### src/rtl/spdif_tx_if.sv
// rtl/spdif_tx_if.sv - sample fetch, channel-status and line signals of spdif_tx
interface spdif_tx_if;
    logic [23:0]  data_i;
    logic [1:0]   ack_i;
    logic [191:0] cdata_i;
    logic [1:0]   pop_o;
    logic         signal_o;
    logic         underrun_o;

    modport master (
        input  data_i, ack_i, cdata_i,
        output pop_o, signal_o, underrun_o
    );

    modport slave (
        output data_i, ack_i, cdata_i,
        input  pop_o, signal_o, underrun_o
    );
endinterface

### src/rtl/spdif_tx.sv
// rtl/spdif_tx.sv - S/PDIF (IEC 60958) biphase-mark transmitter
module spdif_tx #(
    parameter int HALFBIT_DIV = 4
) (
    input logic        clk,
    input logic        rst,
    spdif_tx_if.master bus
);
    localparam int PW = (HALFBIT_DIV > 1) ? $clog2(HALFBIT_DIV) : 1;
    localparam logic [PW-1:0] PMAX  = PW'(HALFBIT_DIV - 1);
    localparam logic [PW-1:0] PMAX1 = PW'((HALFBIT_DIV > 1) ? HALFBIT_DIV - 2 : 0);
    localparam logic [7:0] PRE_Z = 8'b11101000;
    localparam logic [7:0] PRE_X = 8'b11100010;
    localparam logic [7:0] PRE_Y = 8'b11100100;

    typedef enum logic [1:0] {S_IDLE, S_LEAD, S_RUN} state_t;

    state_t         state;
    logic [PW-1:0]  presc;
    logic           phase;
    logic [4:0]     slot;
    logic           chan;
    logic [7:0]     frame;
    logic [23:0]    hold;
    logic           have;
    logic           req;
    logic [31:0]    sf;
    logic [7:0]     pat;
    logic           ref_lvl;
    logic           line;
    logic [191:0]   cstat;

    logic [5:0]     hc;
    logic [5:0]     hc_n;
    logic           half_end;
    logic           last_cyc;
    logic           pre_last;
    logic           nxt_chan;
    logic [7:0]     nxt_frame;
    logic [7:0]     nxt_pat;
    logic           nxt_c;
    logic [23:0]    audio;
    logic [31:0]    nxt_sf;
    logic           nxt_lvl;

    assign bus.signal_o = line;

    always_comb begin
        hc       = {slot, phase};
        hc_n     = hc + 6'd1;
        half_end = (presc == PMAX);
        last_cyc = half_end && (hc == 6'd63);
        if (HALFBIT_DIV == 1)
            pre_last = (hc == 6'd62);
        else
            pre_last = (hc == 6'd63) && (presc == PMAX1);

        // What the subframe loaded at the end of this one will carry
        nxt_chan = (state == S_LEAD) ? 1'b0 : ~chan;
        if (state == S_LEAD)
            nxt_frame = 8'd0;
        else if (chan)
            nxt_frame = (frame == 8'd191) ? 8'd0 : frame + 8'd1;
        else
            nxt_frame = frame;
        if (nxt_chan)
            nxt_pat = PRE_Y;
        else if (nxt_frame == 8'd0)
            nxt_pat = PRE_Z;
        else
            nxt_pat = PRE_X;
        nxt_c  = (!nxt_chan && nxt_frame == 8'd0) ? bus.cdata_i[0] : cstat[nxt_frame];
        audio  = have ? hold : 24'd0;
        nxt_sf = {^{audio, ~have, nxt_c}, nxt_c, 1'b0, ~have, audio, 4'b0000};

        // Preamble halves are absolute levels; data slots toggle at start, and mid-slot on a 1
        if (hc_n < 6'd8)
            nxt_lvl = pat[3'd7 - hc_n[2:0]] ^ ref_lvl;
        else if (hc_n[0])
            nxt_lvl = line ^ sf[hc_n[5:1]];
        else
            nxt_lvl = ~line;
    end

    always_ff @(posedge clk) begin
        if (!rst) begin
            state          <= S_IDLE;
            presc          <= '0;
            phase          <= 1'b0;
            slot           <= 5'd0;
            chan           <= 1'b0;
            frame          <= 8'd0;
            hold           <= 24'd0;
            have           <= 1'b0;
            req            <= 1'b0;
            sf             <= 32'd0;
            pat            <= 8'd0;
            ref_lvl        <= 1'b0;
            line           <= 1'b0;
            bus.pop_o      <= 2'b00;
            bus.underrun_o <= 1'b0;
        end else begin
            bus.pop_o      <= 2'b00;
            bus.underrun_o <= 1'b0;
            case (state)
                S_IDLE: begin
                    state     <= S_LEAD;
                    presc     <= '0;
                    phase     <= 1'b0;
                    slot      <= 5'd0;
                    have      <= 1'b0;
                    req       <= 1'b0;
                    bus.pop_o <= 2'b01;
                end
                default: begin
                    if (half_end) begin
                        presc         <= '0;
                        {slot, phase} <= hc_n;
                    end else begin
                        presc <= presc + PW'(1);
                    end
                    // Flag one cycle early so the pulse lines up with the load cycle
                    if (state == S_RUN && pre_last && !(have || bus.ack_i[req]))
                        bus.underrun_o <= 1'b1;
                    if (last_cyc) begin
                        state     <= S_RUN;
                        chan      <= nxt_chan;
                        frame     <= nxt_frame;
                        pat       <= nxt_pat;
                        sf        <= nxt_sf;
                        ref_lvl   <= line;
                        line      <= nxt_pat[7] ^ line;
                        have      <= 1'b0;
                        req       <= ~nxt_chan;
                        bus.pop_o <= nxt_chan ? 2'b01 : 2'b10;
                        if (!nxt_chan && nxt_frame == 8'd0)
                            cstat <= bus.cdata_i;
                    end else begin
                        if (!have && bus.ack_i[req]) begin
                            hold <= bus.data_i;
                            have <= 1'b1;
                        end
                        if (half_end && state == S_RUN)
                            line <= nxt_lvl;
                    end
                end
            endcase
        end
    end
endmodule

### src/flat_wrapper.sv
// flat-port wrapper written by rule: the top's interface ports become plain ports
module spdif_tx_flat 
#(
    parameter int HALFBIT_DIV = 4
)
  (clk, rst, bus_data_i, bus_ack_i, bus_cdata_i, bus_pop_o, bus_signal_o, bus_underrun_o);
  spdif_tx_if bus_i ();
  input logic clk;
  input logic rst;
  input wire logic [$bits(bus_i.data_i)-1:0] bus_data_i;
  input wire logic [$bits(bus_i.ack_i)-1:0] bus_ack_i;
  input wire logic [$bits(bus_i.cdata_i)-1:0] bus_cdata_i;
  output wire logic [$bits(bus_i.pop_o)-1:0] bus_pop_o;
  output wire logic [$bits(bus_i.signal_o)-1:0] bus_signal_o;
  output wire logic [$bits(bus_i.underrun_o)-1:0] bus_underrun_o;
  assign bus_i.data_i = bus_data_i;
  assign bus_i.ack_i = bus_ack_i;
  assign bus_i.cdata_i = bus_cdata_i;
  assign bus_pop_o = bus_i.pop_o;
  assign bus_signal_o = bus_i.signal_o;
  assign bus_underrun_o = bus_i.underrun_o;
  spdif_tx #(.HALFBIT_DIV(HALFBIT_DIV)) u_core (.clk(clk), .rst(rst), .bus(bus_i));
endmodule
### config.mk
export PLATFORM = sky130hd
export DESIGN_NAME = spdif_tx_flat
export DESIGN_NICKNAME = d
export VERILOG_FILES = /design/src/rtl/spdif_tx_if.sv /design/src/rtl/spdif_tx.sv /design/src/flat_wrapper.sv
export SDC_FILE = /design/constraint.sdc
export NUM_CORES = 1
export LEC_CHECK = 0
export BUFFER_PORTS_ARGS = -buffer_cell sky130_fd_sc_hd__buf_2
export CAP_MARGIN = 15
export CORE_MARGIN = 5
export CORE_UTILIZATION = 50
export CTS_CLUSTER_DIAMETER = 100
export DETAILED_ROUTE_END_ITERATION = 10
export PLACE_DENSITY = 0.86
export SYNTH_ARGS = -nofsm -noshare
export SYNTH_HDL_FRONTEND = slang
export SYNTH_SLANG_ARGS = --single-unit
### constraint.sdc
create_clock -name clk -period 15.5 [get_ports clk]
set_input_delay 1.55 -clock clk [delete_from_list [all_inputs] [get_ports clk]]
set_output_delay 1.55 -clock clk [all_outputs]
set_load 0.01 [all_outputs]
# --- Word-level counts from Yosys, hierarchy flattened ---
# Cells that the tools add are included.
totals:
  elab_cells: 93
  out_inout_bits: 4
  regBits: 277
op_classes:
  n_lt_le_gt_ge: 5
  bitwise_logic: 10
  reduce_logical: 24
  n_addsub: 4
  mux: 26
  eq_ne: 6
op_table:
  columns: ["op", "count"]
  rows:
  - ["8-bit two-way mux", 4]
  - ["26-bit parity", 1]
  - ["24-bit two-way mux", 1]
  - ["1-bit two-way mux", 16]
  - ["8-bit by 9-bit < comparator with 1-bit output, second input constant", 1]
  - ["3-bit OR reduction", 3]
  - ["8-bit by 1-bit adder with 8-bit output, second input constant", 1]
  - ["1-bit binary-select mux with 8-bit select", 1]
  - ["8-bit equality test, second input constant", 1]
  - ["8-bit logical NOT", 1]
  - ["1-bit logical AND", 7]
  - ["1-bit NOT", 7]
  - ["6-bit by 1-bit adder with 6-bit output, second input constant", 1]
  - ["2-bit equality test, second input constant", 3]
  - ["6-bit equality test, second input constant", 1]
  - ["5-bit by 6-bit < comparator with 1-bit output, second input constant", 1]
  - ["6-bit by 4-bit < comparator with 1-bit output, second input constant", 1]
  - ["1-bit binary-select mux with 5-bit select", 1]
  - ["3-bit by 4-bit < comparator with 1-bit output, second input constant", 1]
  - ["4-bit two-way mux", 1]
  - ["2-bit AND reduction", 2]
  - ["4-bit AND reduction", 1]
  - ["2-bit nonzero test", 2]
  - ["1-bit binary-select mux with 3-bit select", 1]
  - ["other kinds (11)", 15]

# --- Depth between registers and ports, before layout ---
logic_depth:
  word_depth: 9
  mapped_depth: 15

# --- Worst setup path after synthesis ---
# No wires, ideal clock.
synth_path:
  kind: "flip-flop to flip-flop"
  from: "register u_core.frame[1]"
  to: "register u_core.cstat[0], enable pin"
  slack_ps: -555
  setup_time_ps: 983
  period_less_slack_ps: 16055
  n_path_buf: 3
  required_time_ps: 14517
  t_arrival_ps: 15072
  stages_incl_launch_ff: 12
  path_cell_list: "dfxtp_1 -> ha_1 -> nand4b_1 -> o21a_1 -> buf_2 -> nand2_1 -> buf_2 -> buf_1 -> nand4_1 -> nor2_1 -> o21ai_0 -> nor3_1"
synth_between:
  elab_chain_cells: 7
  word_cells_on_any_way: 8
synth_lines:
  columns: ["element", "line", "text"]
  rows:
  - ["start: declaration", "spdif_tx.sv:23", "logic [7:0] frame;"]
  - ["start signal: assignment", "spdif_tx.sv:128", "frame <= nxt_frame;"]
  - ["8-bit by 1-bit adder with 8-bit output / 8-bit equality test (equally long branches)", "spdif_tx.sv:63", "nxt_frame = (frame == 8'd191) ? 8'd0 : frame + 8'd1;"]
  - ["8-bit two-way mux", "spdif_tx.sv:63", null]
  - ["8-bit two-way mux *", "spdif_tx.sv:62", "else if (chan)"]
  - ["8-bit two-way mux *", "spdif_tx.sv:60", "if (state == S_LEAD)"]
  - ["8-bit logical NOT *", "spdif_tx.sv:136", "if (!nxt_chan && nxt_frame == 8'd0)"]
  - ["1-bit logical AND *", "spdif_tx.sv:136", null]
  - ["4-bit AND reduction (no source line) *", null, null]
  - ["end signal: assignment", "spdif_tx.sv:137", "cstat <= bus.cdata_i;"]
  - ["end: declaration", "spdif_tx.sv:31", "logic [191:0] cstat;"]
# Every way passes the cells marked *; elsewhere a longest branch is shown, timed or not.
# A chain may end at the register's enable or synchronous reset.

==> impl_results.md <==
* Yosys Warn Count at 0
* R2r worst-path depth at 9
* Core area at 22500 sq um
* Pin count of the biggest net entering global routing at 194
* GR Util met3 at 3.82%
* Initial antenna violation count at 0
* Max FO, Critical Path at 193
* Reg clk slew, reported paths at 0.06 ns
* Design Area, Final at 13500 sq um
* Combinational fraction of design power at 4.1%
* Share of layout cells above drive strength 1 at 26.3%
* RSZ-0062 raised after global routing: false
* DR vias/cell at 5.83
* GRT overflow at 0
* CP Data Arrival Time at 4.90 ns
* Total number of vias at 8224
* Mapped Avg Cell Area at 12.5 sq um
* Clock power share at 42.6%
* Antenna cells at 0
* Worst vdd ir at 0.110 mV
* Worst hold margin at 0.457 ns
* P_leak at 0.00495 uW
* Initial core utilization at 50.4%
* Reg2reg setup slack at 10.75 ns
* Most used routing layer: met2
* Rel. slew slack at 23.4%
* Post_cts resized at 0
* Die Y at 161 microns
* Vias in the first global route at 8364
* Setup Buffers After CTS at 0
* Switching pwr at 295 uW
* Met1 usage in global routing at 27.0%
* Clock Tree Buf Depth at 3
* 1st-pass router iterations at 7
* Register area share after synthesis at 65.0%
* NumNets Final at 1333
* Startpoint type of the worst setup path: flip-flop
* Clk_lat worst skew at 0.55 ns
* Post-route ant nets at 0
* Sequential share of power at 53.4%
* Die Wd at 161 microns
* DIE AREA at 25800 sq um
* Status: complete, no violations
* Fill count at 1666
* Min-delay src: u_core.pat[3]$_SDFFE_PN0P_
* H-tree depth at 1
* CP Class: flip-flop to flip-flop
* Syn Nets at 1128
* Post-cts hold buffer count at 0
* Drt total wl at 28700 microns
* Area occupied by multi-input gates at 3730 sq um
* CTS tree: yes
* #FFs+latches synth at 272
* Worst hold path endpoint: u_core.pat[3]$_SDFFE_PN0P_
* Clk_skew at 0.0216 ns
* Mapped Area at 11300 sq um
* CP Data Required Time at 15.66 ns
* Internal power at 1170 uW
* Cts bufs inserted at 28
* Max-Cap Viols at 0
* Synth async-reset ratio at 0%
* Max-slew violations at 0
* Ys flop type: edfxtp_1
* Worst r2r dst: u_core.cstat[92]$_DFFE_PP_
* Ports at 224
* Port bufs at 223
* Site Rows at 55
* 1st-iter DRT viols at 747
* Setup TNS at 0 ns
* Gpl congestion at 0.891
* Worst min path class: flip-flop to flip-flop
* DP HPWL at 19700 microns
* Drc violations at 0
* Global-route wire length before repair at 44800 microns
* Placement Cell Area at 12700 sq um
* Distinct cells, synth at 65
* Area grow syn2layout at 19.3%
* GRT met2 Usage at 38.4%
* Actual slew at the worst max-slew pin at 1.14 ns
* Hold depth at 1
* Post-synth EDFFs at 192
* Reg area at 7370 sq um
* Routed len/inst at 20.3 microns
* Switching fraction of total power at 20.1%
* Clk sink count at 272
* Root buf cell: clkbuf_16
* Final period util at 30.6%
* Final hold vios at 0
* Final setup viols at 0
* Max Fclk at 211 MHz
* Minimum clock period at 4.75 ns
* Tot GR Track Use at 21.7%
* PD cells at 109 nW/um^2
* Synth Instances at 904
* Worst flop-to-flop path startpoint: u_core.pat[2]$_SDFFE_PN0P_
* Crit end category: flip-flop
registers in the layout (all words and copies together) (netlist names):
signal                 count
u_core.cstat             192
u_core.phase               1
u_core.slot                5
u_core.ref_lvl             1
u_core.pat                 4
u_core.bus.pop_o           2
u_core.bus.signal_o        1
u_core.req                 1
u_core.sf                 27
u_core.have                1
u_core.hold               24
u_core.state               2
u_core.presc               2
u_core.frame               8
u_core.bus.underrun_o      1
cell type report:
cell class | count | area share, %
inverter | 3 | 0.0833
tap | 285 | 2.64
sequential | 272 | 54.5
clock inverter | 9 | 0.611
clock buffer | 38 | 5.69
timing repair buffer | 233 | 8.90
multi-input combinational | 571 | 27.6
cells by family after synthesis:
logic type | synth area share, %
simple gates | 11.1
flops | 65.0
compound gates | 14.0
buf+inv | 2.41
mux | 4.28
xor+xnor | 2.85
fa+ha+maj | 0.441
synthesized netlist by cell type, types with 6 or more instances:
cell | instances | area (sq um)
and2_1 | 9 | 56.3
xor2_1 | 7 | 61.3
a211oi_1 | 9 | 67.6
a22oi_1 | 12 | 90.1
mux2i_1 | 26 | 260
xnor2_1 | 28 | 245
o21ai_0 | 19 | 95.1
mux4_2 | 9 | 203
buf_2 | 20 | 100
a21oi_1 | 27 | 135
nand3_1 | 32 | 160
and3_1 | 12 | 75.1
a221oi_1 | 9 | 78.8
edfxtp_1 | 192 | 5770
a22o_1 | 28 | 245
nand4_1 | 6 | 37.5
clkbuf_1 | 27 | 101
o21a_1 | 7 | 52.6
a21boi_0 | 34 | 255
o211ai_1 | 7 | 52.6
nand2_1 | 158 | 593
nor2_1 | 34 | 128
buf_1 | 8 | 30.0
dfxtp_1 | 80 | 1600
nor3_1 | 13 | 65.1
a31oi_1 | 11 | 68.8
worst max-delay path: stages (launching register included):
cell and delay (ns):
dfxtp_1 0.76, xor2_2 0.14, buf_4 0.27, o211a_1 0.42, nor2_1 0.98, nand4_1 0.22, nor2_1 0.20, o21ai_0 0.21
nor3_4 0.27, buf_12 0.65
cell usage in the layout, fill, tap and decap left out, types with 3 or more instances in the layout:
cell	count
a2111oi_0	5
a211oi_1	9
a21boi_0	34
a21oi_1	26
a221o_1	5
a221oi_1	9
a22o_1	28
a22oi_1	12
a31oi_1	11
and2_1	9
and3_1	12
buf_2	223
buf_4	8
clkbuf_1	6
clkbuf_16	28
clkbuf_8	3
clkinv_2	3
dfxtp_1	80
edfxtp_1	192
ha_1	4
inv_1	3
mux2i_1	26
mux4_2	9
nand2_1	158
nand3_1	32
nand4_1	6
nor2_1	34
nor2b_1	5
nor3_1	12
o211a_1	4
o211ai_1	7
o21a_1	7
o21ai_0	17
o221ai_1	3
o22ai_1	4
o2bb2ai_1	4
xnor2_1	28
xor2_1	7
power groups by stage:
stage	Clock, uW	Combinational [uW]	Sequential, uW
3_5_place_dp	0	59.5	799
4_1_cts	634	59.9	784
3_3_place_gp	0	58.9	799
2_1_floorplan	0	23.8	798
5_1_grt	669	64.6	784
6_report	625	59.6	784
metal layers:
layer | part of all wire (%) | vias up
met5 | 0 | -
met4 | 3.1 | 0
met3 | 8.7 | 67
met2 | 51 | 466
met1 | 38 | 3886
li1 | - | 3805
through the flow:
stage | instances | total power [uW] | utilization [%] | setup WS [ns]
after floorplan | 904 | 822 | - | 5.35
after global placement | 1363 | 858 | 56.3 | 11.10
after detailed placement | 1363 | 859 | 56.3 | 10.91
after CTS | 1410 | 1480 | 60.1 | 10.87
after global routing | 1411 | 1520 | 60.1 | 10.44
final | 1411 | 1470 | 60.1 | 10.75
worst max path at each step:
stage          slack [ns]  depth (start not counted)                     endpoint                          from
5_1_grt             10.44                          8  u_core.cstat[129]$_DFFE_PP_    u_core.pat[2]$_SDFFE_PN0P_
3_5_place_dp        10.91                          9  u_core.cstat[162]$_DFFE_PP_    u_core.pat[2]$_SDFFE_PN0P_
6_report            10.75                          9   u_core.cstat[92]$_DFFE_PP_    u_core.pat[2]$_SDFFE_PN0P_
3_3_place_gp        11.10                          9   u_core.cstat[89]$_DFFE_PP_    u_core.pat[2]$_SDFFE_PN0P_
2_1_floorplan        5.35                         11    u_core.cstat[0]$_DFFE_PP_  u_core.frame[1]$_SDFFE_PN0P_
4_1_cts             10.87                          9  u_core.cstat[148]$_DFFE_PP_    u_core.pat[2]$_SDFFE_PN0P_
(Power assumes the default switching activity.)
